===== src/rtl/bsg_counter_burst_seq_if.sv =====
// bsg_counter_burst_seq_if: request, counter-control and beat signals between the sequencer and its neighbours
interface bsg_counter_burst_seq_if #(parameter int width_p = 3) ();
  logic               v;
  logic               ready;
  logic [width_p-1:0] start;
  logic [width_p-1:0] len_m1;
  logic               set;
  logic               en;
  logic [width_p-1:0] val;
  logic [width_p-1:0] count;
  logic               stall;
  logic               beat_v;
  logic               last;
  logic               done;
  modport slave (
    input  v, start, len_m1, count, stall,
    output ready, set, en, val, beat_v, last, done
  );
  modport master (
    output v, start, len_m1, count, stall,
    input  ready, set, en, val, beat_v, last, done
  );
endinterface


===== src/rtl/bsg_counter_burst_seq.sv =====
// bsg_counter_burst_seq: burst sequencer that loads and steps an external up-counter, presenting each count as a beat
module bsg_counter_burst_seq #(
  parameter int width_p = 3
) (
  input logic                    clk_i,
  input logic                    reset_n_i,
  bsg_counter_burst_seq_if.slave bus
);
  typedef enum logic [1:0] {IDLE, LOAD, RUN, DONE} state_e;
  state_e             state_r, state_n;
  logic [width_p-1:0] start_r, rem_r;
  logic               rem_zero;
  assign rem_zero = (rem_r == '0);
  always_ff @(posedge clk_i or negedge reset_n_i) begin
    if (!reset_n_i) begin
      state_r <= IDLE;
      start_r <= '0;
      rem_r   <= '0;
    end else begin
      state_r <= state_n;
      if (state_r == IDLE && bus.v) begin
        start_r <= bus.start;
        rem_r   <= bus.len_m1;
      end else if (state_r == RUN && !bus.stall && !rem_zero) begin
        rem_r   <= rem_r - 1'b1;
      end
    end
  end
  // beats are counted via rem_r, never by comparing count against an end index
  always_comb begin
    state_n = state_r == IDLE ? (bus.v ? LOAD : IDLE)
            : state_r == LOAD ? RUN
            : state_r == RUN  ? ((!bus.stall && rem_zero) ? DONE : RUN)
            : IDLE;
  end
  assign bus.ready  = (state_r == IDLE);
  assign bus.set    = (state_r == LOAD);
  assign bus.val    = (state_r == LOAD) ? start_r : '0;
  assign bus.beat_v = (state_r == RUN);
  assign bus.last   = (state_r == RUN) && rem_zero;
  assign bus.en     = (state_r == RUN) && !bus.stall && !rem_zero;
  assign bus.done   = (state_r == DONE);
endmodule


===== src/flat_wrapper.sv =====
// flat-port wrapper written by rule: the top's interface ports become plain ports
module bsg_counter_burst_seq_flat 
#(
  parameter int width_p = 3
)
  (clk_i, reset_n_i, bus_v, bus_start, bus_len_m1, bus_count, bus_stall, bus_ready, bus_set, bus_en, bus_val, bus_beat_v, bus_last, bus_done);
  bsg_counter_burst_seq_if #(.width_p(width_p)) bus_i ();
  input logic clk_i;
  input logic reset_n_i;
  input wire logic [$bits(bus_i.v)-1:0] bus_v;
  input wire logic [$bits(bus_i.start)-1:0] bus_start;
  input wire logic [$bits(bus_i.len_m1)-1:0] bus_len_m1;
  input wire logic [$bits(bus_i.count)-1:0] bus_count;
  input wire logic [$bits(bus_i.stall)-1:0] bus_stall;
  output wire logic [$bits(bus_i.ready)-1:0] bus_ready;
  output wire logic [$bits(bus_i.set)-1:0] bus_set;
  output wire logic [$bits(bus_i.en)-1:0] bus_en;
  output wire logic [$bits(bus_i.val)-1:0] bus_val;
  output wire logic [$bits(bus_i.beat_v)-1:0] bus_beat_v;
  output wire logic [$bits(bus_i.last)-1:0] bus_last;
  output wire logic [$bits(bus_i.done)-1:0] bus_done;
  assign bus_i.v = bus_v;
  assign bus_i.start = bus_start;
  assign bus_i.len_m1 = bus_len_m1;
  assign bus_i.count = bus_count;
  assign bus_i.stall = bus_stall;
  assign bus_ready = bus_i.ready;
  assign bus_set = bus_i.set;
  assign bus_en = bus_i.en;
  assign bus_val = bus_i.val;
  assign bus_beat_v = bus_i.beat_v;
  assign bus_last = bus_i.last;
  assign bus_done = bus_i.done;
  bsg_counter_burst_seq #(.width_p(width_p)) u_core (.clk_i(clk_i), .reset_n_i(reset_n_i), .bus(bus_i));
endmodule

===== config.mk =====
export PLATFORM = sky130hd
export DESIGN_NAME = bsg_counter_burst_seq_flat
export DESIGN_NICKNAME = d
export VERILOG_FILES = /design/src/rtl/bsg_counter_burst_seq_if.sv /design/src/rtl/bsg_counter_burst_seq.sv /design/src/flat_wrapper.sv
export SDC_FILE = /design/constraint.sdc
export NUM_CORES = 1
export LEC_CHECK = 0
export ABC_AREA = 0
export BUFFER_PORTS_ARGS = -buffer_cell sky130_fd_sc_hd__buf_2
export CORE_AREA = 4 4 41 43
export DETAILED_ROUTE_END_ITERATION = 16
export DIE_AREA = 0 0 45 47
export GPL_TIMING_DRIVEN = 1
export HOLD_SLACK_MARGIN = 0.1
export PLACE_DENSITY = 0.66
export SYNTH_ARGS = -nofsm -noshare
export SYNTH_HDL_FRONTEND = slang
export SYNTH_SLANG_ARGS = --single-unit

===== constraint.sdc =====
create_clock -name clk_i -period 3.3 [get_ports clk_i]
set_input_delay 0.33 -clock clk_i [delete_from_list [all_inputs] [get_ports clk_i]]
set_output_delay 0.33 -clock clk_i [all_outputs]
set_load 0.05 [all_outputs]

# Word-level counts from Yosys, hierarchy flattened
# Index checks and enable logic that the tools add are counted.
[classes]
n_reduce_logical = 10
n_addsub = 1
n_eq_ne = 3
mux = 8
[ops]
columns = ["op", "count"]
rows = [
  ["$mux 3", 3],
  ["$mux 2", 3],
  ["$logic_and 1x1->1", 5],
  ["$eq 2x2->1 const B", 2],
  ["$logic_not 3->1", 1],
  ["$sub 3x1->3 const B", 1],
  ["$eq 2x1->1 const B", 1],
  ["$logic_not 1->1", 2],
  ["$logic_not 2->1", 1],
  ["$mux 1", 2],
  ["$reduce_bool 2->1", 1],
]
[word_totals]
out_inout_bits = 9
ff_bits = 8
elab_cells = 25

# Logic depth before layout (Yosys ltp)
[logic_depth]
ltp_word = 6
mapped_depth = 6
depth_no_buf = 5

# Least setup slack after synthesis
# No wires, ideal clock.
[synth_timing]
path_type = "register to output"
start = "register u_core.state_r[0]"
end = "output port bus_en"
n_path_buf = 0
path_stages_with_launch = 5
slack_ns = 1.125
arrival_time_ns = 1.845
cell_sequence = "dfrtp_1 -> inv_1 -> ha_1 -> nand2b_1 -> nor2_1"
[synth_via]
elab_chain_len = 3
[synth_rtl]
columns = ["element", "line", "text"]
rows = [
  ["start, declared", "bsg_counter_burst_seq.sv:10", "state_e state_r, state_n;"],
  ["start signal, assigned", "bsg_counter_burst_seq.sv:20", "state_r <= state_n;"],
  ["$eq 2x2->1", "n/a", ""],
  ["net bus_beat_v", "flat_wrapper.sv:19", "output wire logic [$bits(bus_i.beat_v)-1:0] bus_beat_v;"],
  ["$logic_and 1x1->1 (2 in a row)", "bsg_counter_burst_seq.sv:41", "assign bus.en = (state_r == RUN) && !bus.stall && !rem_zero;"],
  ["end, declared", "flat_wrapper.sv:17", "output wire logic [$bits(bus_i.en)-1:0] bus_en;"],
]
# The timed path passes the listed nets, and every way through them passes these cells.

# Final worst setup path
[layout_timing]
start = "register u_core.rem_r[0]"
end = "output port bus_last"
[layout_via]
elab_chain_len = 2
[layout_rtl]
columns = ["element", "line", "text"]
rows = [
  ["start, declared", "bsg_counter_burst_seq.sv:11", "logic [width_p-1:0] start_r, rem_r;"],
  ["start signal, assigned", "bsg_counter_burst_seq.sv:23", "rem_r <= bus.len_m1;"],
  ["start signal, assigned", "bsg_counter_burst_seq.sv:25", "rem_r <= rem_r - 1'b1;"],
  ["$logic_not 3->1", "bsg_counter_burst_seq.sv:13", "assign rem_zero = (rem_r == '0);"],
  ["$logic_and 1x1->1", "bsg_counter_burst_seq.sv:40", "assign bus.last = (state_r == RUN) && rem_zero;"],
  ["end, declared", "flat_wrapper.sv:20", "output wire logic [$bits(bus_i.last)-1:0] bus_last;"],
]
# Every way passes these cells.

==> results.md <==
* Postcts setup bufs at 0
* Placer Congestion at 0.731
* DP HPWL at 757 um
* Worst vdd ir at 464 uV
* Die area at 2120 sq um
* Hold WC Path Type: input port to flip-flop
* Input/output buffers at 18
* Final hold viol count at 0
* Pin count of the biggest net entering global routing at 9
* Die width at 45 um
* Clk root buf: clkbuf_4
* Reg-to-reg slack, setup at 1.72 ns
* Die H at 47 um
* Min Tclk post-route at 1.93 ns
* DR DRC count at 0
* DR vias/cell at 4.83
* Sink Count at 8
* EDFF count, synth at 0
* Synthesized flop and latch total at 8
* Worst hold path depth at 3
* Hold-fix buffers, CTS at 1
* Hold_sp: bus_len_m1[1]
* Cell accounting for the most synthesized area: dfrtp_1
* Syn avg cell area at 10.2 sq um
* FF-to-FF path depth at 5
* Max Cap Viol at 0
* Setup violations, final at 0
* Tcrit/Tclk final at 58.4%
* Via count at 396
* # resized after CTS at 0
* TritonCTS Buffers at 3
* Number of global-route vias before repair at 401
* Commonest cells after routing, fill and taps aside: buf_2, dfrtp_1, ha_1, inv_1
* Layout area overhead at 27.7%
* Ys Warns at 0
* Worst hold endpoint: u_core.rem_r[1]$_DFFE_PN0P_
* Global route total overflow at 0
* Rows at 13
* First-iteration detailed-routing DRC count at 2
* Commonest non-fill, non-tap cell in the layout: buf_2
* DRT antenna net count at 0
* Actual slew at the worst max-slew pin at 0.334 ns
* Register area share after synthesis at 42.7%
* Area share of the largest cell type after synthesis at 42.7%
* Syn Nets at 65
* Share of cells above drive strength 1 at 37.3%
* Wire per inst at 11.1 um
* Drt pass-1 iters at 4
* Worst R2R End: u_core.rem_r[1]$_DFFE_PN0P_
* Worst setup EP type: output pin
* Initial core utilization at 36.1%
* CTS tree: done
* H-tree depth at 1
* Crit path max fanout at 6
* RSZ-0062 raised after global routing: no
* Pins over their slew limit at 0
* Placeable Area at 1300 sq um
* Io pins at 22
* Initial antenna violation count at 0
* Synth top area cells: dfrtp_1, ha_1, mux2_2
* Setup TNS at 0 ns
* Asr flop ratio synth at 100%
* Register area at 200 sq um
* Fmax at 519 MHz
* DP Cell Count at 78
* Util after Layout at 46.1%
* Tot GR Track Use at 10.5%
* Crit path kind: flip-flop to output pin
* Fill cell count at 147
* Synth Instances at 46
* CTS Buffer Depth at 2
* Post-synthesis cell type count at 16
* Max_slew headroom at 77.7%
* Pwr Total at 594 uW
* Cell Pwr Density at 992 nW/um^2
* Mapped Area at 469 sq um
* Req. time, crit path at 2.97 ns
* Clock latency on the worst-skew pair at 0.24 ns
* DRT Wirelength at 914 um
* Nets at 88
* Antenna cell count at 0
* Area of the multi-input gates at 239 sq um
* Status: finished clean
* Crit path DAT at 1.60 ns
* Ys flop type: dfrtp_1
* Worst clock skew at 0.000620 ns
* Critical Path Start Type: flip-flop
* Worst r2r src: u_core.state_r[0]$_DFF_PN0_
* Leakage power at 0.000318 uW
* First-pass GRT wire length at 1.57 mm
* Clock transition at path regs at 0.05 ns
* Finished Layout Cells at 82
[stage by stage]
step	area (sq um)	worst slack (ns)	hold WS (ns)
after floorplan	469	1.13	0.0344
after global placement	567	1.62	0.182
after detailed placement	567	1.61	0.183
after CTS	599	1.34	0.310
after global routing	599	1.15	0.317
final	599	1.37	0.310
[how the worst max path moves through the flow]
stage	startpoint	endpoint	slack, ns	cells after the start
2_1_floorplan	u_core.state_r[0]$_DFF_PN0_	bus_en	1.13	4
3_5_place_dp	u_core.rem_r[0]$_DFFE_PN0P_	bus_last	1.61	5
5_1_grt	u_core.rem_r[0]$_DFFE_PN0P_	bus_last	1.15	5
6_report	u_core.rem_r[0]$_DFFE_PN0P_	bus_last	1.37	5
4_1_cts	u_core.rem_r[0]$_DFFE_PN0P_	bus_last	1.34	5
3_3_place_gp	u_core.rem_r[0]$_DFFE_PN0P_	bus_last	1.62	5
[Yosys cell counts (2+ instances only)]
master and count:
dfrtp_1 8, a31oi_1 2, mux2_2 3, and2_1 4, or4_1 2, o21ai_0 3
nor2_1 4, inv_1 5, nand2_1 3, ha_1 6
[state kept, by name, summed over array words and instances (netlist names)]
| register | flops |
|---|---|
| u_core.start_r | 3 |
| u_core.rem_r | 3 |
| u_core.state_r | 2 |
[routing by layer]
layer,share of wire [%],GRT usage (%),vias to the layer above
met4,0,5.26,0
met5,0,0,-
met1,42,12.2,185
li1,-,-,199
met3,5.3,2.30,0
met2,53,18.1,12
[logic make-up (layout without fill, tap and decap cells)]
family	Yosys count	in the layout	share of synthesized area (%)
muxes	3	3	7.20
AOI/OAI and AO/OA	6	6	7.73
adders and majority gates	6	6	16.0
DFF	8	8	42.7
and+or+nand+nor	17	17	20.0
buffers and inverters	6	27	6.40
[layout make-up]
class / instances / share of cell area [%]
inverters: 5 / 3.13
well taps: 15 / 3.13
flip-flops and latches: 8 / 33.4
clock buffers: 3 / 3.76
repair buffers: 19 / 16.7
multi-input cells: 32 / 39.9
[critical path: stages (launching register included)]
cell and delay, ns:
dfrtp_1 0.38, inv_1 0.08, ha_1 0.16, nor2b_1 0.31
and2_1 0.17, buf_2 0.25
[report_power, final]
group | switching, uW | internal [uW] | total (uW)
clock network | 30.3 | 41.4 | 71.7
registers | 25.9 | 148 | 174
logic | 240 | 109 | 349
total | 296 | 298 | 594
No activity file was read; power rests on OpenSTA's default activity.
